### src/rtl/frame_pkg.sv
// Shared definitions for the 16-bit framed bus: framing constants, FSM states and CRC-16 helper.
package frame_pkg;

  localparam logic [31:0] HEADER   = 32'hE0E0E0E0;
  localparam logic [31:0] TRAILER  = 32'h0E0E0E0E;
  localparam logic [15:0] CRC_POLY = 16'h1021;
  localparam logic [15:0] CRC_INIT = 16'hFFFF;

  typedef enum logic [3:0] {
    ST_IDLE,
    ST_LOAD,
    ST_HDR_HI,
    ST_HDR_LO,
    ST_CHAN,
    ST_DATA,
    ST_CRC,
    ST_TRL_HI,
    ST_TRL_LO
  } frame_state_t;

  // CRC-16/CCITT-FALSE step over one 16-bit word, MSB first, no reflection.
  function automatic logic [15:0] crc16_word(input logic [15:0] crc, input logic [15:0] word);
    logic [15:0] c;
    c = crc;
    for (int i = 15; i >= 0; i--) begin
      if (c[15] ^ word[i]) c = {c[14:0], 1'b0} ^ CRC_POLY;
      else                 c = {c[14:0], 1'b0};
    end
    return c;
  endfunction

endpackage

### src/rtl/frame_tx_buf.sv
// Payload register file for the frame builder: one synchronous write port, combinational read.
module frame_tx_buf #(
  parameter int MAX_WORDS = 8,
  parameter int IDX_W     = 3
) (
  input  logic             clk_in,
  input  logic             rst_n,
  input  logic             we,
  input  logic [IDX_W-1:0] waddr,
  input  logic [15:0]      wdata,
  input  logic [IDX_W-1:0] raddr,
  output logic [15:0]      rdata
);

  logic [15:0] mem [MAX_WORDS];

  always_ff @(posedge clk_in or negedge rst_n) begin
    if (!rst_n) begin
      for (int i = 0; i < MAX_WORDS; i++) mem[i] <= '0;
    end else if (we) begin
      mem[waddr] <= wdata;
    end
  end

  assign rdata = mem[raddr];

endmodule

### src/rtl/frame_builder.sv
// Buffers a 1..8 word payload, then emits header, channel word, data, CRC-16 and trailer as one gapless frame.
module frame_builder
  import frame_pkg::*;
#(
  parameter int          MAX_WORDS = 8,
  parameter logic [15:0] IDLE_WORD = 16'h0000
) (
  input  logic        clk_in,
  input  logic        rst_n,
  input  logic        start,
  input  logic [7:0]  chan_sel,
  input  logic [2:0]  len_words,
  input  logic [15:0] pld_data,
  input  logic        pld_valid,
  output logic        pld_ready,
  output logic [15:0] data_out,
  output logic        data_out_vld,
  output logic        busy,
  output logic        frame_done,
  output logic        cfg_err
);

  localparam int IDX_W = (MAX_WORDS > 1) ? $clog2(MAX_WORDS) : 1;

  frame_state_t     state;
  logic [7:0]       chan_q;
  logic [2:0]       n_m1;
  logic [IDX_W-1:0] idx;
  logic [15:0]      crc_q;
  logic [15:0]      buf_rdata;
  logic             buf_we;
  logic             idx_last;

  assign buf_we   = (state == ST_LOAD) && pld_valid && pld_ready;
  assign idx_last = (idx == IDX_W'(n_m1));

  frame_tx_buf #(
    .MAX_WORDS (MAX_WORDS),
    .IDX_W     (IDX_W)
  ) u_buf (
    .clk_in (clk_in),
    .rst_n  (rst_n),
    .we     (buf_we),
    .waddr  (idx),
    .wdata  (pld_data),
    .raddr  (idx),
    .rdata  (buf_rdata)
  );

  // Outputs are registered from the current state, so each word appears one edge after its state is entered.
  always_ff @(posedge clk_in or negedge rst_n) begin
    if (!rst_n) begin
      state        <= ST_IDLE;
      chan_q       <= '0;
      n_m1         <= '0;
      idx          <= '0;
      crc_q        <= '0;
      data_out     <= IDLE_WORD;
      data_out_vld <= 1'b0;
      pld_ready    <= 1'b0;
      busy         <= 1'b0;
      frame_done   <= 1'b0;
      cfg_err      <= 1'b0;
    end else begin
      cfg_err    <= 1'b0;
      frame_done <= 1'b0;
      case (state)
        ST_IDLE: begin
          data_out     <= IDLE_WORD;
          data_out_vld <= 1'b0;
          busy         <= 1'b0;
          if (start) begin
            if (chan_sel != 8'h00) begin
              chan_q    <= chan_sel;
              n_m1      <= len_words;
              idx       <= '0;
              pld_ready <= 1'b1;
              busy      <= 1'b1;
              state     <= ST_LOAD;
            end else begin
              cfg_err <= 1'b1;
            end
          end
        end
        ST_LOAD: begin
          if (buf_we) begin
            idx <= idx + 1'b1;
            if (idx_last) begin
              pld_ready <= 1'b0;
              crc_q     <= CRC_INIT;
              state     <= ST_HDR_HI;
            end
          end
        end
        ST_HDR_HI: begin
          data_out     <= HEADER[31:16];
          data_out_vld <= 1'b1;
          state        <= ST_HDR_LO;
        end
        ST_HDR_LO: begin
          data_out <= HEADER[15:0];
          state    <= ST_CHAN;
        end
        ST_CHAN: begin
          data_out <= {8'h00, chan_q};
          idx      <= '0;
          state    <= ST_DATA;
        end
        ST_DATA: begin
          data_out <= buf_rdata;
          crc_q    <= crc16_word(crc_q, buf_rdata);
          idx      <= idx + 1'b1;
          if (idx_last) state <= ST_CRC;
        end
        ST_CRC: begin
          data_out <= crc_q;
          state    <= ST_TRL_HI;
        end
        ST_TRL_HI: begin
          data_out <= TRAILER[31:16];
          state    <= ST_TRL_LO;
        end
        ST_TRL_LO: begin
          data_out   <= TRAILER[15:0];
          frame_done <= 1'b1;
          state      <= ST_IDLE;
        end
        default: state <= ST_IDLE;
      endcase
    end
  end

endmodule

### config.mk
export PLATFORM = sky130hd
export DESIGN_NAME = frame_builder
export DESIGN_NICKNAME = d
export VERILOG_FILES = /design/src/rtl/frame_pkg.sv /design/src/rtl/frame_tx_buf.sv /design/src/rtl/frame_builder.sv
export SDC_FILE = /design/constraint.sdc
export NUM_CORES = 1
export LEC_CHECK = 0
export BUFFER_PORTS_ARGS = -buffer_cell sky130_fd_sc_hd__clkbuf_2
export CAP_MARGIN = 0
export CORE_ASPECT_RATIO = 1.2
export CORE_MARGIN = 4
export CORE_UTILIZATION = 40
export DETAILED_ROUTE_END_ITERATION = 8
export GPL_TIMING_DRIVEN = 0
export MAX_ROUTING_LAYER = met4
export SLEW_MARGIN = 5
export SYNTH_ARGS = -nofsm -noshare
export SYNTH_HDL_FRONTEND = slang
export SYNTH_SLANG_ARGS = --single-unit
### constraint.sdc
create_clock -name clk_in -period 3 [get_ports clk_in]
set_clock_uncertainty 0.2 [all_clocks]
set_input_delay 0.6 -clock clk_in [delete_from_list [all_inputs] [get_ports clk_in]]
set_output_delay 0.6 -clock clk_in [all_outputs]
set_load 0.01 [all_outputs]
==> reports/metrics.cfg, run 1 <==
[outcome]
status = finished, violations left
violations = hold timing, setup timing

[finish]
multi_input_area_um2 = 4600
finalNetCount = 871
drive_gt1_share_pct = 45.3
area_growth_pct = 23.7
final_cell_mix = dfrtp_1, mux2_2, clkbuf_2
final_common_cell = dfrtp_1
seq_area_um2 = 4580
fillers = 1921
diodes = 0

[synth]
syn_avg_cell_area_um2 = 12.5
synth.top_cell.area_share_pct = 50.8
ys_seq_area_share_pct = 50.8
synth_area_leader_cell = dfrtp_1
synthFlopType = dfrtp_1
synth_edf_count = 0
async_reset_ff_share_pct = 100
ys_warn_count = 0
netlist_area_um2 = 9020
ys_ff_latch = 183
ys_types = 62
ys_top_cells_by_area = dfrtp_1, mux2_2, xnor2_1
syn_nets = 752
synthCells = 720

[timing]
drv_slew = 0
finalCritPeriodShare_pct = 101
max_freq_ghz = 0.330
tightest_slew_ns = 0.674
rsz0062_at_grt = true
whs_ns = -0.00921
setup_viol = 4
layout_setup_ws_ns = -0.0319
layout_min_cycle_time_ns = 3.03
slew_headroom_pct = 54.9
hold_viol = 10

[clocking]
clock_latency_ns = 0.44
numClockSinks = 183
htree_levels = 4
cts_tree = built
root_buffer = clkbuf_16
cts_buffers = 17
clk_pin_slew_worst_paths_ns = 0.08
clock_tree.buffer_depth = 2

[floorplan]
initial_core_util_pct = 41.1
core_area_um2 = 21900
ios = 52
fp.dieW_um = 145
rows = 59
die_h_um = 172
die-area_um2 = 25000

[route]
drt-wirelength-per-cell_um = 22.3
drt_iter0_drc = 396
drt.antenna.violating_nets = 0
vias = 6489
drt-total-wl_um = 25200
via_per_inst = 5.76
route.detailed.drc = 0
dr.pass1.iters = 4

[critical_path]
required_ns = 3.10
cp.arrival_ns = 3.14
critPathKind = reg -> reg
crit_path_cell_trace = buf_8, buf_8, mux4_2, mux2i_4, xnor2_1, xnor3_2, xnor2_4, xnor2_1, a21oi_1
endpoint_kind = flip-flop
max_stage_delay_ns = 0.55
worstSetupStartpointType = flip-flop
cpMaxStageDelayCell = mux4_2
ff2ff_setup_slack_ns = -0.03
critPathBufInv = 2
crit_fanout = 10
critical_path.top_delay_family = XOR/XNOR gates

[place]
numPortBuffers = 51
hpwl_um = 16700
gp_congestion = 0.842

[grt]
grt_pass1_vias = 6523
grt_pass1_wl_um = 38200
grt_start_max_net_pins = 108
grt_overflow_total = 0
grt_usage_pct = 20.6
antenna_found_initial = 0

[flow_run]
maxCapViolCount = 0

[min_path]
hold_class = in -> async

## cells in the mapped netlist, drive strengths merged, types with 2 or more instances
cell	n
nor2b	3
a21oi	30
buf	14
mux2	149
nor4	4
o21ai	29
and3	3
and2b	3
o221ai	14
o21a	3
a32oi	2
nor2	34
nand3	7
a221o	6
xnor3	5
o2bb2ai	3
or2	2
mux2i	13
a22o	4
o22a	4
a31oi	2
xor2	15
nand2b	5
nor3	10
o22ai	6
a211o	2
dfrtp	183
xnor2	35
o31ai	2
inv	12
mux4	6
clkbuf	26
a21boi	3
a221oi	20
and2	3
a22oi	12
nand2	36
## sequential cells by signal, indices dropped and copies added (netlist names)
| register | cells |
|---|---|
| state | 4 |
| frame_done | 1 |
| chan_q | 8 |
| idx | 3 |
| data_out_vld | 1 |
| data_out | 16 |
| busy | 1 |
| pld_ready | 1 |
| crc_q | 16 |
| n_m1 | 3 |
| u_buf.mem | 128 |
| cfg_err | 1 |
## per-layer routing
metal | vias to the layer above | routed length [um] | track usage, % | part of all wire [%]
met5 | - | 0 | - | 0
met4 | 0 | 666 | 7.81 | 2.6
met1 | 3350 | 10600 | 25.4 | 42
met3 | 39 | 1380 | 4.01 | 5.5
met2 | 194 | 12500 | 34.0 | 50
li1 | 2906 | - | - | -
## metrics by stage
step | cells | setup TNS (ns) | setup WS (ns) | utilization [%] | cell area, um2
after floorplan | 720 | 0 | 0.264 | - | 9020
after global placement | 1045 | -487.95 | -2.43 | 43.9 | 9610
after detailed placement | 1046 | -50.60 | -0.815 | 44.0 | 9650
after CTS | 1102 | -0.000899 | -0.000899 | 48.8 | 10700
after global routing | 1126 | -1.10 | -0.131 | 50.9 | 11200
final | 1126 | -0.0787 | -0.0319 | 50.9 | 11200
## path summary, 6_finish.rpt
| check | start | cells past startpoint | end |
|---|---|---|---|
| max in group asynchronous | rst_n | 2 | u_buf.mem[103] |
| min in group clk_in | start | 3 | cfg_err |
| hold reg to reg | busy | 2 | busy |
| setup reg to reg | idx[1] | 9 | crc_q[8] |
| hold / removal | rst_n | 1 | chan_q[3] |
| setup / recovery | idx[1] | 9 | crc_q[8] |
## cell type report
| type | instances | area share (%) |
|---|---|---|
| inverters | 12 | 0.438 |
| well taps | 274 | 3.07 |
| repair buffers | 100 | 6.10 |
| clock inverters | 15 | 1.18 |
| flip-flops and latches | 183 | 41.1 |
| plain buffers | 40 | 3.01 |
| multi-input cells | 485 | 41.3 |
| clock buffers | 17 | 3.82 |
## cells by family after synthesis
group | Yosys count | share of synthesized area (%)
muxes | 168 | 21.6
adders and majority gates | 1 | 0.139
AOI/OAI and AO/OA | 149 | 11.8
xor gates and xnor gates | 55 | 7.09
and+or+nand+nor | 112 | 5.69
DFF | 183 | 50.8
buffers and inverters | 52 | 2.86
## what timing repair did
item	in CTS	in global routing
endpoints found under the setup margin	120	58
pin swaps	15	34
gates cloned	0	2
gates resized for setup	72	54
hold buffers	0	0
buffers inserted	24	23
Power of run 1 is left out: the tool's default activity adds up to more than one toggle a clock period on the data nets, which glitch-free logic cannot reach.
==> inputs of run 2 (changes only) <==
--- a/config.mk
+++ b/config.mk
@@ -10,9 +10,11 @@
 export CORE_ASPECT_RATIO = 1.2
 export CORE_MARGIN = 4
 export CORE_UTILIZATION = 40
+export CTS_CLUSTER_DIAMETER = 40
 export DETAILED_ROUTE_END_ITERATION = 8
 export GPL_TIMING_DRIVEN = 0
 export MAX_ROUTING_LAYER = met4
+export REMOVE_ABC_BUFFERS = 1
 export SLEW_MARGIN = 5
 export SYNTH_ARGS = -nofsm -noshare
 export SYNTH_HDL_FRONTEND = slang
==> run 2 against run 1 <==
  * The flow finishes with violations (setup timing)
  * Core utilization is 0.60 points higher
  * Sequential share of layout area is 0.43 points lower
  * Routed wire length is 3.0% lower
  * Die area stayed put
  * Cell count is 2.2% lower
  * Global-route usage is 0.35 points lower
  * Critical path type unchanged
  * Highest routed layer unchanged
==> reports/metrics.cfg, run 2 (synthesis gave the netlist of run 1 again) <==
[outcome]
status = finished, violations left
violations = setup timing

[finish]
area_growth_pct = 25.1
fillers = 1793  ; -6.7%
largest_reg_flops = 128  ; unchanged
finalNetCount = 846  ; -2.9%
fin_cells = 1101  ; -2.2%
biggestRegsByFlops = u_buf.mem: 128 flops, crc_q: 16 flops, data_out: 16 flops
largest-register = u_buf.mem
final_common_cell = dfrtp_1
final_cell_mix = dfrtp_1, mux2_2, clkbuf_2
fin_util_pct = 51.5  ; +0.60 points
diodes = 0  ; unchanged
drive_gt1_share_pct = 47.2  ; +1.9 points
seq_area_um2 = 4590  ; +0.14%
multi_input_area_um2 = 4750  ; +3.2%

[critical_path]
crit_fanout = 8  ; -2
cp.arrival_ns = 3.10  ; -0.04 ns
crit_path_cell_trace = buf_8, buf_6, mux2_4, a221o_1, a22oi_2, xnor3_1, xor2_2, xnor2_2, xnor2_1, a21oi_1
max_stage_delay_ns = 0.52  ; -0.03 ns
r2r_start = idx[2]
cpMaxStageDelayCell = dfrtp_4
endpoint_kind = flip-flop
ff2ff_setup_slack_ns = -0.03  ; about the same
r2r_cells = 10  ; +1
worstSetupStartpointType = flip-flop
required_ns = 3.07  ; -0.03 ns
r2r_end = crc_q[12]
critPathKind = reg -> reg

[timing]
drv_slew = 0  ; unchanged
rsz0062_at_grt = true
setup_viol = 3  ; -1
layout_min_cycle_time_ns = 3.03  ; -0.000691 ns
max_freq_ghz = 0.330  ; about the same
finalCritPeriodShare_pct = 101  ; about the same
layout_setup_ws_ns = -0.0312  ; +0.000691 ns
setup_tns_ns = -0.0559  ; +0.0228 ns
slew_headroom_pct = 42.7  ; -12 points
tightest_slew_ns = 0.860  ; +0.187 ns
hold_viol = 0  ; -10

[flow_run]
maxCapViolCount = 0  ; unchanged

[place]
hpwl_um = 15000  ; -10%
pre_cts_ws_ns = -1.48  ; -0.666 ns
gp_congestion = 0.854  ; +1.4%
dp.cells = 1013  ; -3.2%
numPortBuffers = 51  ; unchanged

[route]
highest_layer = met4
drt.antenna.violating_nets = 0  ; unchanged
vias = 6336  ; -2.4%
route.detailed.drc = 0  ; unchanged
via_per_inst = 5.75  ; -0.14%
dr_wl_met2_um = 12500  ; -0.31%
drt_iter0_drc = 382  ; -3.5%
drt-wirelength-per-cell_um = 22.2  ; -0.84%
dr.pass1.iters = 5  ; +1
met1_length_um = 10300  ; -2.9%
routed-wl-met3_um = 1060  ; -23%
drt-total-wl_um = 24400  ; -3.0%

[grt]
grt_pass1_vias = 6577  ; +0.83%
grt_overflow_total = 0  ; unchanged
grt_start_max_net_pins = 103  ; -4.6%
grt_pass1_wl_um = 38300  ; +0.11%
antenna_found_initial = 0  ; unchanged
grt_usage_pct = 20.2  ; -0.35 points

[floorplan]
core_area_um2 = 21900  ; unchanged
initial_core_util_pct = 41.1  ; unchanged
ios = 52  ; unchanged
die-area_um2 = 25000  ; unchanged
die_h_um = 172  ; unchanged
fp.dieW_um = 145  ; unchanged
rows = 59  ; unchanged

[clocking]
numClockSinks = 183  ; unchanged
hold_buffers = 0  ; unchanged
root_buffer = clkbuf_16
clk_pin_slew_worst_paths_ns = 0.07  ; about the same
cts_buffers = 17  ; unchanged
clock_latency_ns = 0.44  ; about the same
cts_tree = built
htree_levels = 4  ; unchanged
clock_tree.buffer_depth = 2  ; unchanged

[min_path]
hold_class = in -> async

run 2: layer usage:
metal / track usage, % / vias up
met1: 24.6 / 3297
met3: 3.70 / 33
li1: - / 2843
met4: 7.31 / 0
met5: - / -
met2: 34.3 / 163
run 2: critical path, delay by kind of cell (launching register included):
kind	cells	cell delay (ns)
AO/OA/AOI/OAI	3	0.72
multiplexers	1	0.28
buffers and inverters	2	0.28
XOR/XNOR	4	0.86
flip-flops	1	0.52
run 2: stage by stage:
step	cell area [um2]	hold WS (ns)
floorplan	8800	0.104
global placement	9400	0.266
detailed placement	9600	0.287
CTS	10900	0.0314
global route	11300	0.0667
finish	11300	0.0236
run 2: what timing repair did:
action | in CTS | in global routing
setup endpoints to repair | 165 | 27
pin swaps | 19 | 32
buffers inserted | 39 | 17
gates cloned | 2 | 0
gates resized for setup | 56 | 52
run 2: final cells by class:
type | count | share of cell area (%)
Clock buffer | 19 | 3.84
Clock inverter | 13 | 1.40
Inverter | 12 | 0.466
Multi-Input combinational cell | 485 | 42.1
Sequential cell | 183 | 40.7
Tap cell | 274 | 3.04
Timing Repair Buffer | 115 | 8.51
run 2: worst max path at each step:
stage / start / end / slack (ns)
final: idx[2] / crc_q[12] / -0.03
after global routing: idx[0] / crc_q[12] / -0.14
after CTS: idx[2] / crc_q[12] / -0.05
after detailed placement: idx[1] / crc_q[14] / -1.48
after global placement: rst_n / u_buf.mem[55] / -2.10
after floorplan: idx[2] / crc_q[14] / -0.56
Power of run 2 is left out for the same reason.
==> inputs of run 3 (changes only) <==
--- a/config.mk
+++ b/config.mk
@@ -14,6 +14,7 @@
 export DETAILED_ROUTE_END_ITERATION = 8
 export GPL_TIMING_DRIVEN = 0
 export MAX_ROUTING_LAYER = met4
+export PLACE_DENSITY = 0.67
 export REMOVE_ABC_BUFFERS = 1
 export SLEW_MARGIN = 5
 export SYNTH_ARGS = -nofsm -noshare
==> run 3 against run 2 <==
  * The run still ends with setup timing left
  * Critical path type unchanged
  * Critical endpoint is now crc_q[13]
  * Core utilization decreased by 0.41 points
  * Via count increased by 0.65%
  * Final area decreased by 0.80%
  * Critical path depth unchanged
  * Routed wire length decreased by 1.7%
  * Clock-buffer cell count decreased by 2
  * Die area unchanged
==> reports/metrics.cfg, run 3 (synthesis gave the netlist of run 1 again) <==
[grt]
antenna_found_initial = 1  ; +1
grt_overflow_total = 0  ; unchanged
grt_start_max_net_pins = 98  ; -4.9%
grt_pass1_vias = 6535  ; -0.64%
grt_usage_pct = 19.8  ; -0.45 points
grt_pass1_wl_um = 37500  ; -2.1%

[critical_path]
r2r_cells = 10  ; unchanged
max_stage_delay_ns = 0.49  ; -0.03 ns
crit_fanout = 16  ; +8
r2r_end = crc_q[13]
cpMaxStageDelayCell = dfrtp_4
r2r_start = idx[1]
worstSetupStartpointType = flip-flop
required_ns = 3.09  ; +0.02 ns
critPathKind = reg -> reg
endpoint_kind = flip-flop
ff2ff_setup_slack_ns = -0.02  ; about the same
cp.arrival_ns = 3.11  ; about the same
cp_common_cell = xor2_1
crit_path_cell_trace = buf_4, buf_8, and2_1, a221oi_1, o22ai_2, xor2_1, xnor2_2, xor2_4, xor2_1, a21oi_1

[floorplan]
core_area_um2 = 21900  ; unchanged
fp.dieW_um = 145  ; unchanged
die_h_um = 172  ; unchanged
initial_core_util_pct = 41.1  ; unchanged
ios = 52  ; unchanged
die-area_um2 = 25000  ; unchanged
rows = 59  ; unchanged

[finish]
fin_cells = 1107  ; +0.54%
final_common_cell = dfrtp_1
area_growth_pct = 24.1
biggestRegsByFlops = u_buf.mem: 128 flops, crc_q: 16 flops, data_out: 16 flops
final_cell_mix = dfrtp_1, mux2_2, clkbuf_2
finalNetCount = 851  ; +0.59%
largest_reg_flops = 128  ; unchanged
drive_gt1_share_pct = 47.0  ; -0.16 points
largest-register = u_buf.mem

[route]
drt-total-wl_um = 24000  ; -1.7%
drt-wirelength-per-cell_um = 21.6  ; -2.3%
drt_iter0_drc = 414  ; +8.4%
via_per_inst = 5.76  ; +0.10%
drt.antenna.violating_nets = 0  ; unchanged
vias = 6377  ; +0.65%
dr.pass1.iters = 6  ; +1
route.detailed.drc = 0  ; unchanged

[clocking]
clk_pin_slew_worst_paths_ns = 0.07  ; about the same
numClockSinks = 183  ; unchanged
clock_latency_ns = 0.44  ; about the same
cts_tree = built
root_buffer = clkbuf_16
htree_levels = 4  ; unchanged
clock_tree.buffer_depth = 2  ; unchanged
cts_buffers = 17  ; unchanged
hold_buffers = 0  ; unchanged

[min_path]
hold_class = in -> async

[flow_run]
maxCapViolCount = 0  ; unchanged

[timing]
finalCritPeriodShare_pct = 101  ; -0.41 points
slew_headroom_pct = 43.1  ; +0.49 points
hold_viol = 0  ; unchanged
layout_min_cycle_time_ns = 3.02  ; -0.0124 ns
setup_viol = 2  ; -1
rsz0062_at_grt = true
drv_slew = 0  ; unchanged
max_freq_ghz = 0.331  ; +0.41%
tightest_slew_ns = 0.850  ; -0.0106 ns
layout_setup_ws_ns = -0.0188  ; +0.0124 ns

[outcome]
violations = setup timing
status = finished, violations left

[place]
gp_congestion = 0.793  ; -7.1%
hpwl_um = 14300  ; -5.1%
dp.cells = 1013  ; unchanged
numPortBuffers = 51  ; unchanged

run 3: critical path: cells and delay by family, from the launching register on:
kind	cells	cell delay, ns
AND/OR/NAND/NOR	1	0.22
AO/OA/AOI/OAI	3	0.68
XOR/XNOR	4	0.94
buffers and inverters	2	0.35
flip-flops	1	0.49
run 3: layer usage:
| metal | up-vias | GRT usage [%] | wire [um] |
|---|---|---|---|
| li1 | 2877 | - | - |
| met1 | 3283 | 24.9 | 10500 |
| met2 | 180 | 32.4 | 12000 |
| met3 | 37 | 3.77 | 1030 |
| met4 | 0 | 7.23 | 503 |
| met5 | - | - | 0 |
run 3: final cells by class:
type | instances | area, um2
fillers | 1851 | 10700
well taps | 274 | 343
inverters | 12 | 52.6
clock buffers | 17 | 425
diodes | 1 | 2.50
multi-input cells | 485 | 4600
clock inverters | 15 | 164
repair buffers | 120 | 1020
flip-flops and latches | 183 | 4590
run 3: through the flow:
step           TNS, ns  setup WS [ns]  area, um2  util (%)  hold WS [ns]
3_3_place_gp   -598.75          -2.39       9400      42.9         0.260
3_5_place_dp    -87.13          -1.42       9580      43.7         0.283
6_report       -0.0232        -0.0188      11200      51.1        0.0663
5_1_grt         -0.505         -0.127      11200      51.1         0.135
2_1_floorplan    -6.28         -0.556       8800         -         0.104
4_1_cts         -0.130         -0.102      10800      49.3         0.103
run 3: worst max path at each step:
| stage | startpoint | endpoint | slack, ns | depth (start not counted) |
|---|---|---|---|---|
| final | idx[1] | crc_q[13] | -0.02 | 10 |
| after global routing | idx[1] | crc_q[13] | -0.13 | 10 |
| after CTS | idx[2] | crc_q[14] | -0.10 | 9 |
| after detailed placement | idx[1] | crc_q[14] | -1.42 | 8 |
| after global placement | rst_n | u_buf.mem[2] | -2.39 | 1 |
| after floorplan | idx[2] | crc_q[14] | -0.56 | 8 |
run 3: repair_timing:
| action | 4_1_cts | 5_1_grt |
|---|---|---|
| endpoints found under the setup margin | 162 | 60 |
| gates resized for setup | 56 | 33 |
| cloned | 2 | 1 |
| pin swaps | 22 | 23 |
| setup buffers | 37 | 23 |
Power of run 3 is left out for the same reason.
